`config.mk`:
```
export PLATFORM = sky130hd
export DESIGN_NAME = pipe_stage_skid
export DESIGN_NICKNAME = d
export VERILOG_FILES = /design/src/rtl/pipe_stage_skid.sv
export SDC_FILE = /design/constraint.sdc
export NUM_CORES = 1
export LEC_CHECK = 0
export BUFFER_PORTS_ARGS = -buffer_cell sky130_fd_sc_hd__buf_2
export CELL_PAD_IN_SITES_DETAIL_PLACEMENT = 0
export CELL_PAD_IN_SITES_GLOBAL_PLACEMENT = 1
export CORE_AREA = 3 3 110 112
export CTS_BUF_LIST = sky130_fd_sc_hd__clkbuf_8
export CTS_CLUSTER_SIZE = 20
export DETAILED_ROUTE_END_ITERATION = 12
export DIE_AREA = 0 0 113 115
export HOLD_SLACK_MARGIN = 0.1
export PLACE_DENSITY_LB_ADDON = 0.1
export SLEW_MARGIN = 5
export SYNTH_ARGS = -nofsm -noshare
export SYNTH_HDL_FRONTEND = slang
export SYNTH_SLANG_ARGS = --single-unit
```
`constraint.sdc`:
```
create_clock -name clk -period 1.6 [get_ports clk]
set_input_delay 0.16 -clock clk [delete_from_list [all_inputs] [get_ports clk]]
set_output_delay 0.16 -clock clk [all_outputs]
set_load 0.005 [all_outputs]
```
`src/rtl/pipe_stage_skid.sv`:
```
// Pipeline register with a one-entry skid buffer between two valid/ready stages.
// Latency: one cycle from input transfer to output when the stage drains.
// Backpressure: in_ready drops only when both entries are held, so a stalled
//   downstream never loses the entry that was in flight.
//
// Ports:
//   clk, rst              single clock, synchronous active-high reset
//   flush                 drop every held entry this cycle
//   in_valid/in_ready     upstream handshake; in_ctrl, in_rd, in_data payload
//   out_valid/out_ready   downstream handshake; out_ctrl, out_rd, out_data payload
//   occupancy             number of entries held (0..2)
module pipe_stage_skid #(
  parameter int DATA_WIDTH = 32,
  parameter int CTRL_WIDTH = 8,
  parameter int WIDTH      = 5
) (
  input  logic                  clk,
  input  logic                  rst,
  input  logic                  flush,
  input  logic                  in_valid,
  output logic                  in_ready,
  input  logic [CTRL_WIDTH-1:0] in_ctrl,
  input  logic [WIDTH-1:0]      in_rd,
  input  logic [DATA_WIDTH-1:0] in_data,
  output logic                  out_valid,
  input  logic                  out_ready,
  output logic [CTRL_WIDTH-1:0] out_ctrl,
  output logic [WIDTH-1:0]      out_rd,
  output logic [DATA_WIDTH-1:0] out_data,
  output logic [1:0]            occupancy
);

  typedef enum logic [1:0] {
    EMPTY = 2'd0,
    ONE   = 2'd1,
    TWO   = 2'd2
  } state_t;

  state_t                state;

  logic                  main_valid;
  logic [CTRL_WIDTH-1:0] main_ctrl;
  logic [WIDTH-1:0]      main_rd;
  logic [DATA_WIDTH-1:0] main_data;

  logic                  skid_valid;
  logic [CTRL_WIDTH-1:0] skid_ctrl;
  logic [WIDTH-1:0]      skid_rd;
  logic [DATA_WIDTH-1:0] skid_data;

  logic                  in_xfer;
  logic                  out_xfer;

  // Ready looks only at our own state plus rst/flush, never at out_ready,
  // so there is no combinational path from downstream back to upstream.
  assign in_ready = (state != TWO) && !rst && !flush;
  assign in_xfer  = in_valid && in_ready;
  assign out_xfer = main_valid && out_ready;

  always_ff @(posedge clk) begin
    if (rst) begin
      state      <= EMPTY;
      main_valid <= 1'b0;
      main_ctrl  <= '0;
      main_rd    <= '0;
      main_data  <= '0;
      skid_valid <= 1'b0;
      skid_ctrl  <= '0;
      skid_rd    <= '0;
      skid_data  <= '0;
    end else if (flush) begin
      // Data is left alone so out_data keeps showing the last payload.
      state      <= EMPTY;
      main_valid <= 1'b0;
      main_ctrl  <= '0;
      main_rd    <= '0;
      skid_valid <= 1'b0;
      skid_ctrl  <= '0;
      skid_rd    <= '0;
    end else begin
      case (state)
        EMPTY: begin
          if (in_xfer) begin
            main_valid <= 1'b1;
            main_ctrl  <= in_ctrl;
            main_rd    <= in_rd;
            main_data  <= in_data;
            state      <= ONE;
          end
        end
        ONE: begin
          if (in_xfer && out_xfer) begin
            // Pass-through: the new entry replaces the one leaving.
            main_ctrl <= in_ctrl;
            main_rd   <= in_rd;
            main_data <= in_data;
          end else if (in_xfer) begin
            // Downstream stalled while upstream already committed: park it.
            skid_valid <= 1'b1;
            skid_ctrl  <= in_ctrl;
            skid_rd    <= in_rd;
            skid_data  <= in_data;
            state      <= TWO;
          end else if (out_xfer) begin
            main_valid <= 1'b0;
            state      <= EMPTY;
          end
        end
        TWO: begin
          if (out_ready) begin
            main_ctrl  <= skid_ctrl;
            main_rd    <= skid_rd;
            main_data  <= skid_data;
            skid_valid <= 1'b0;
            state      <= ONE;
          end
        end
        default: begin
          state      <= EMPTY;
          main_valid <= 1'b0;
          skid_valid <= 1'b0;
        end
      endcase
    end
  end

  assign out_valid = main_valid;
  // A bubble must never carry write enables or a destination downstream.
  assign out_ctrl  = main_valid ? main_ctrl : '0;
  assign out_rd    = main_valid ? main_rd : '0;
  assign out_data  = main_data;
  assign occupancy = (state == TWO) ? 2'd2 : ((state == ONE) ? 2'd1 : 2'd0);

endmodule

```
== Word-level counts from Yosys, hierarchy flattened ==
Index checks and enable logic that the tools add are counted.

* Add/sub/neg operators: 0
* Multipliers: 0
* Divide/modulo/power cells: 0
* Order comparisons: 0
* Eq/ne operators: 10
* Shifts and indexed selects: 0
* Muxes and demuxes: 27
* Bitwise operators: 3
* Reduce and logical (&&, ||, !) cells: 16

{| class="wikitable"
|+ Operator list
! operator !! number
|-
| 32-bit two-way mux || 3
|-
| 32-bit case mux with 3 select lines || 1
|-
| 8-bit two-way mux || 4
|-
| 8-bit case mux with 3 select lines || 1
|-
| 5-bit two-way mux || 4
|-
| 5-bit case mux with 3 select lines || 1
|-
| 2-bit inequality test, second input constant || 7
|-
| 2-bit two-way mux || 6
|-
| 4-bit AND reduction || 3
|-
| 5-bit AND reduction || 2
|-
| 2-bit case mux with 3 select lines || 1
|-
| 1-bit logical AND || 5
|-
| 1-bit two-way mux || 5
|-
| 3-bit inequality test, second input constant || 1
|-
| 1-bit NOT || 3
|-
| 1-bit case mux with 3 select lines || 1
|-
| 3-bit AND reduction || 1
|-
| 3-bit nonzero test || 1
|-
| 2-bit by 1-bit == test with 1-bit output, second input constant || 1
|-
| 2-bit == test, second input constant || 1
|-
| 1-bit logical NOT || 2
|-
| 2-bit logical NOT || 1
|-
| 2-bit OR reduction || 1
|}

* Register bits after elaboration: 93
* Latch bits: 0
* Memory bits (writable): 0
* ROM bits: 0
* Input bits: 50
* Word-level logic and storage cells: 64
* Memories: 0

== Logic depth before layout (Yosys ltp) ==
* Depth in word-level cells: 7
* Mapped depth: 6

== Worst setup path after synthesis ==
OpenSTA, ideal clock, no wires.

* Kind: register -> register
* Start point: register state[1]
* End point: register skid_rd[0]
* Setup time: 0.132 ns
* Arrival: 1.386 ns
* Required time: 1.468 ns
* Setup slack: 0.082 ns
* Cell stages (with the launch flop): 7
* Period minus slack after synthesis: 1.518 ns
* Cells stage by stage: dfxtp_1 buf_6 or4b_1 buf_6 buf_6 o21ai_1 a21oi_1

* Word-level cells in the longest chain between the ends: 7
* Elaborated cells on any way between the ends: 8

{| class="wikitable"
|+ RTL lines
! what !! line !! source
|-
| start: declaration || 39 || <nowiki>state_t state;</nowiki>
|-
| start signal: assignment || 62 || <nowiki>state <= EMPTY;</nowiki>
|-
| start signal: assignment || 73 || <nowiki>state <= EMPTY;</nowiki>
|-
| start signal: assignment || 88 || <nowiki>state <= ONE;</nowiki>
|-
| 2-bit inequality test || 56 || <nowiki>assign in_ready = (state != TWO) && !rst && !flush;</nowiki>
|-
| 1-bit logical AND (2 in a row) || 56 ||
|-
| 1-bit logical AND || 57 || <nowiki>assign in_xfer = in_valid && in_ready;</nowiki>
|-
| 1-bit logical AND || 92 || <nowiki>if (in_xfer && out_xfer) begin</nowiki>
|-
| 1-bit NOT (no line) || n/a ||
|-
| 3-bit AND reduction (no line) (*) || n/a ||
|-
| end signal: assignment || 101 || <nowiki>skid_rd <= in_rd;</nowiki>
|-
| end: declaration || 48 || <nowiki>logic [WIDTH-1:0] skid_rd;</nowiki>
|}

Mark *: on every way between the ends. The rest lies on a longest branch, timed or not.
A chain may end at the register's enable or synchronous reset.

== Worst setup path after layout ==
* Start point: register state[1]
* End point: output port in_ready

* Word-level cells in the longest chain between the ends: 3

{| class="wikitable"
|+ RTL lines
! what !! line !! source
|-
| 2-bit inequality test || 56 ||
|-
| 1-bit logical AND (2 in a row) || 56 ||
|-
| end: declaration || 21 || <nowiki>output logic in_ready,</nowiki>
|}

No other way between the ends.

==> flow_metrics.py <==
metrics = {
    "die": {
        "die_w_um": 113,
        "initial_core_util_pct": 37.7,
        "die_area_um2": 13000,
        "ios": 99,
        "fp-row-count": 39,
        "die_h_um": 115,
        "core_area_um2": 11300,
    },
    "placement": {
        "post-place-ws_ps": -40.3,
        "portBuffers": 98,
        "dp_hpwl_um": 7910,
        "place_congestion": 0.734,
        "dp.cells": 674,
    },
    "pwr": {
        "clkPwrFrac_pct": 39.4,
        "p_seq_share_pct": 47.0,
        "power.density_nw_per_um2": 890,
        "irDropWorstVdd_mv": 0.360,
        "leakagePower_nw": 2.54,
        "pwr-share-comb_pct": 13.5,
        "power.share.switching_pct": 24.1,
        "finalPower_w": 0.00517,
        "power.switching_w": 0.00125,
        "intPower_w": 0.00392,
    },
    "logic_synthesis": {
        "synth_area_leaders": "dfxtp_1 (44%), a211oi_1 (16%), mux2i_1 (11%)",
        "synth_area_um2": 4270,
        "seq_area_frac_synth_pct": 43.6,
        "syn_nets": 507,
        "ys_types": 35,
        "synth-seq-cells": 93,
        "yosysWarnings": 0,
        "synth_area_leader_cell": "dfxtp_1",
        "yosysTopAreaCellShare_pct": 43.6,
        "netlist_instances": 457,
        "synth.avg_cell_area_um2": 9.34,
    },
    "layout": {
        "nNetsFinal": 641,
        "diodes": 0,
        "area_growth_pct": 36.0,
        "final_cells": 739,
        "layout-drive-gt1-share_pct": 27.9,
        "final_core_util_pct": 51.3,
    },
    "clocking": {
        "clock-sinks": 93,
        "cts_root_buffer": "clkbuf_8",
        "cts_buffers": 9,
        "clkTransAtPathRegs_ps": 90,
        "cts_buffer_depth": 2,
        "cts_tree": "done",
        "insertion_delay_ps": 360,
        "cts_max_level": 3,
    },
    "route": {
        "firstDrtPassIters": 4,
        "vias": 4027,
        "drc": 0,
        "drtIter0Drc": 205,
        "finalWirelength_um": 12500,
        "ant_nets": 0,
        "post_drt_wl_per_cell_um": 16.9,
        "viasPerCell": 5.45,
    },
    "grt": {
        "grt_pass1_wl_um": 20600,
        "grt_pass1_vias": 4061,
        "grt_max_degree": 65,
        "antenna_found_initial": 0,
        "grt_usage_pct": 19.3,
        "grt_overflow": 0,
    },
    "sta": {
        "setup_violations": 0,
        "setup_slack_ps": 52.5,
        "fin_crit_ps": 1550,
        "fmax_mhz": 646,
        "setup_tns_ps": 0,
        "fin_crit_sh_pct": 96.7,
        "tightest_slew_ps": 725,
        "fin_worst_skew_ps": 6.71,
        "relSlewSlack_pct": 51.7,
        "finalHoldViolations": 0,
        "slew_violations": 0,
    },
    "setup_path": {
        "crit_arrival_ps": 1390,
        "cp.required_ps": 1440,
        "crit_type": "reg2out",
        "end_kind": "primary output",
        "path_max_fanout": 9,
        "crit_path_start_kind": "flip-flop",
    },
    "status": {
        "status": "finished, final reports clean",
    },
    "worst_hold_path": {
        "hold_path_class": "in2reg",
    },
    "flow_run": {
        "max_cap_viol_count": 0,
    },
}
Yosys cell counts (all sizes together):
master,count
o21bai,1
dfxtp,93
nor4bb,1
a211oi,90
or2,1
xnor2,1
a21bo,1
a21boi,1
a21o,2
nand2,1
nand2b,2
o21ai,45
nor3b,1
and2,14
o31ai,1
nand3,45
o22ai,1
inv,1
buf,31
nor2,2
and3b,1
nand3b,1
clkbuf,25
or4b,1
and2b,2
mux2i,45
nor4b,1
a21oi,46
cells in the final DEF, fill, tap and decap left out, types with 5 or more instances in the layout:
master / synthesis / routed
buf_12: 0 / 9
clkbuf_8: 0 / 9
and2_1: 14 / 14
nand3_1: 45 / 45
a21oi_1: 46 / 46
mux2i_1: 45 / 45
dfxtp_1: 93 / 92
buf_2: 18 / 98
a211oi_1: 90 / 90
dlygate4sd3_1: 0 / 45
o21ai_1: 36 / 36
buf_6: 6 / 6
buf_4: 6 / 20
o21ai_0: 5 / 5
final cells by class:
type | count | area [um^2]
Clock buffer | 9 | 124
Clock inverter | 7 | 138
Multi-Input combinational cell | 307 | 2140
Timing Repair Buffer | 179 | 1350
Fill cell | 1102 | 5520
Sequential cell | 93 | 1860
Tap cell | 143 | 179
Inverter | 1 | 3.75
metal layers:
layer  GRT usage [%]  up-vias  share of wire, %
met1            25.7     1944                48
met5               0        -                 0
met3            3.37        8               3.9
met2            32.1       88                47
met4            6.09        0               1.0
li1                -     1987                 -
sequential cells by signal (all words and copies together) (netlist names):
name,cells
out_valid,1
skid_data,32
main_rd,5
out_data,32
skid_ctrl,8
state,2
main_ctrl,8
skid_rd,5
power by group through the flow:
stage	Clock (W)	Combinational, W	Sequential [W]
global placement	0	0.000606	0.00248
finish	0.00204	0.000699	0.00243
global route	0.00218	0.000764	0.00244
CTS	0.00209	0.000703	0.00243
detailed placement	0	0.000613	0.00249
floorplan	0	0.000323	0.00249
path summary, 6_finish.rpt:
kind,cells after the start,slack (ps),end,from
setup / recovery,6,50,in_ready,state[1]$_SDFFE_PP0P_
hold / removal,5,220,state[0]$_SDFFE_PP0P_,rst
setup reg to reg,4,80,skid_data[0]$_SDFFE_PP0P_,state[1]$_SDFFE_PP0P_
hold reg to reg,2,470,skid_data[18]$_SDFFE_PP0P_,skid_data[18]$_SDFFE_PP0P_
kinds of logic (layout without fill, tap and decap cells):
kind of cell	after synthesis	in the layout	share of synthesized area (%)
AO/OA/AOI/OAI	188	188	28.1
XOR/XNOR	1	1	0.205
buffers and inverters	57	196	7.33
multiplexers	45	45	10.6
AND/OR/NAND/NOR	73	73	10.2
flip-flops	93	93	43.6
what timing repair did:
item	in CTS	in global routing
endpoints found under the setup margin	45	22
hold endpoints to repair	45	0
hold buffers	45	0
gates cloned	0	0
gates resized for setup	5	5
pin swaps	1	0
setup buffers	3	1
worst max-delay path, stage by stage, from the launching register on:
cell and delay (ps):
dfxtp_1 380, buf_6 170, nand2b_4 100, buf_12 140
inv_1 60, nor2_1 40, buf_2 140
metrics by stage:
step           hold WS [ps]  area (um^2)
3_3_place_gp            425         5030
6_report                218         5800
2_1_floorplan           307         4270
5_1_grt                 233         5800
4_1_cts                 212         5780
3_5_place_dp            432         5030
Power figures use the tool's default switching activity.
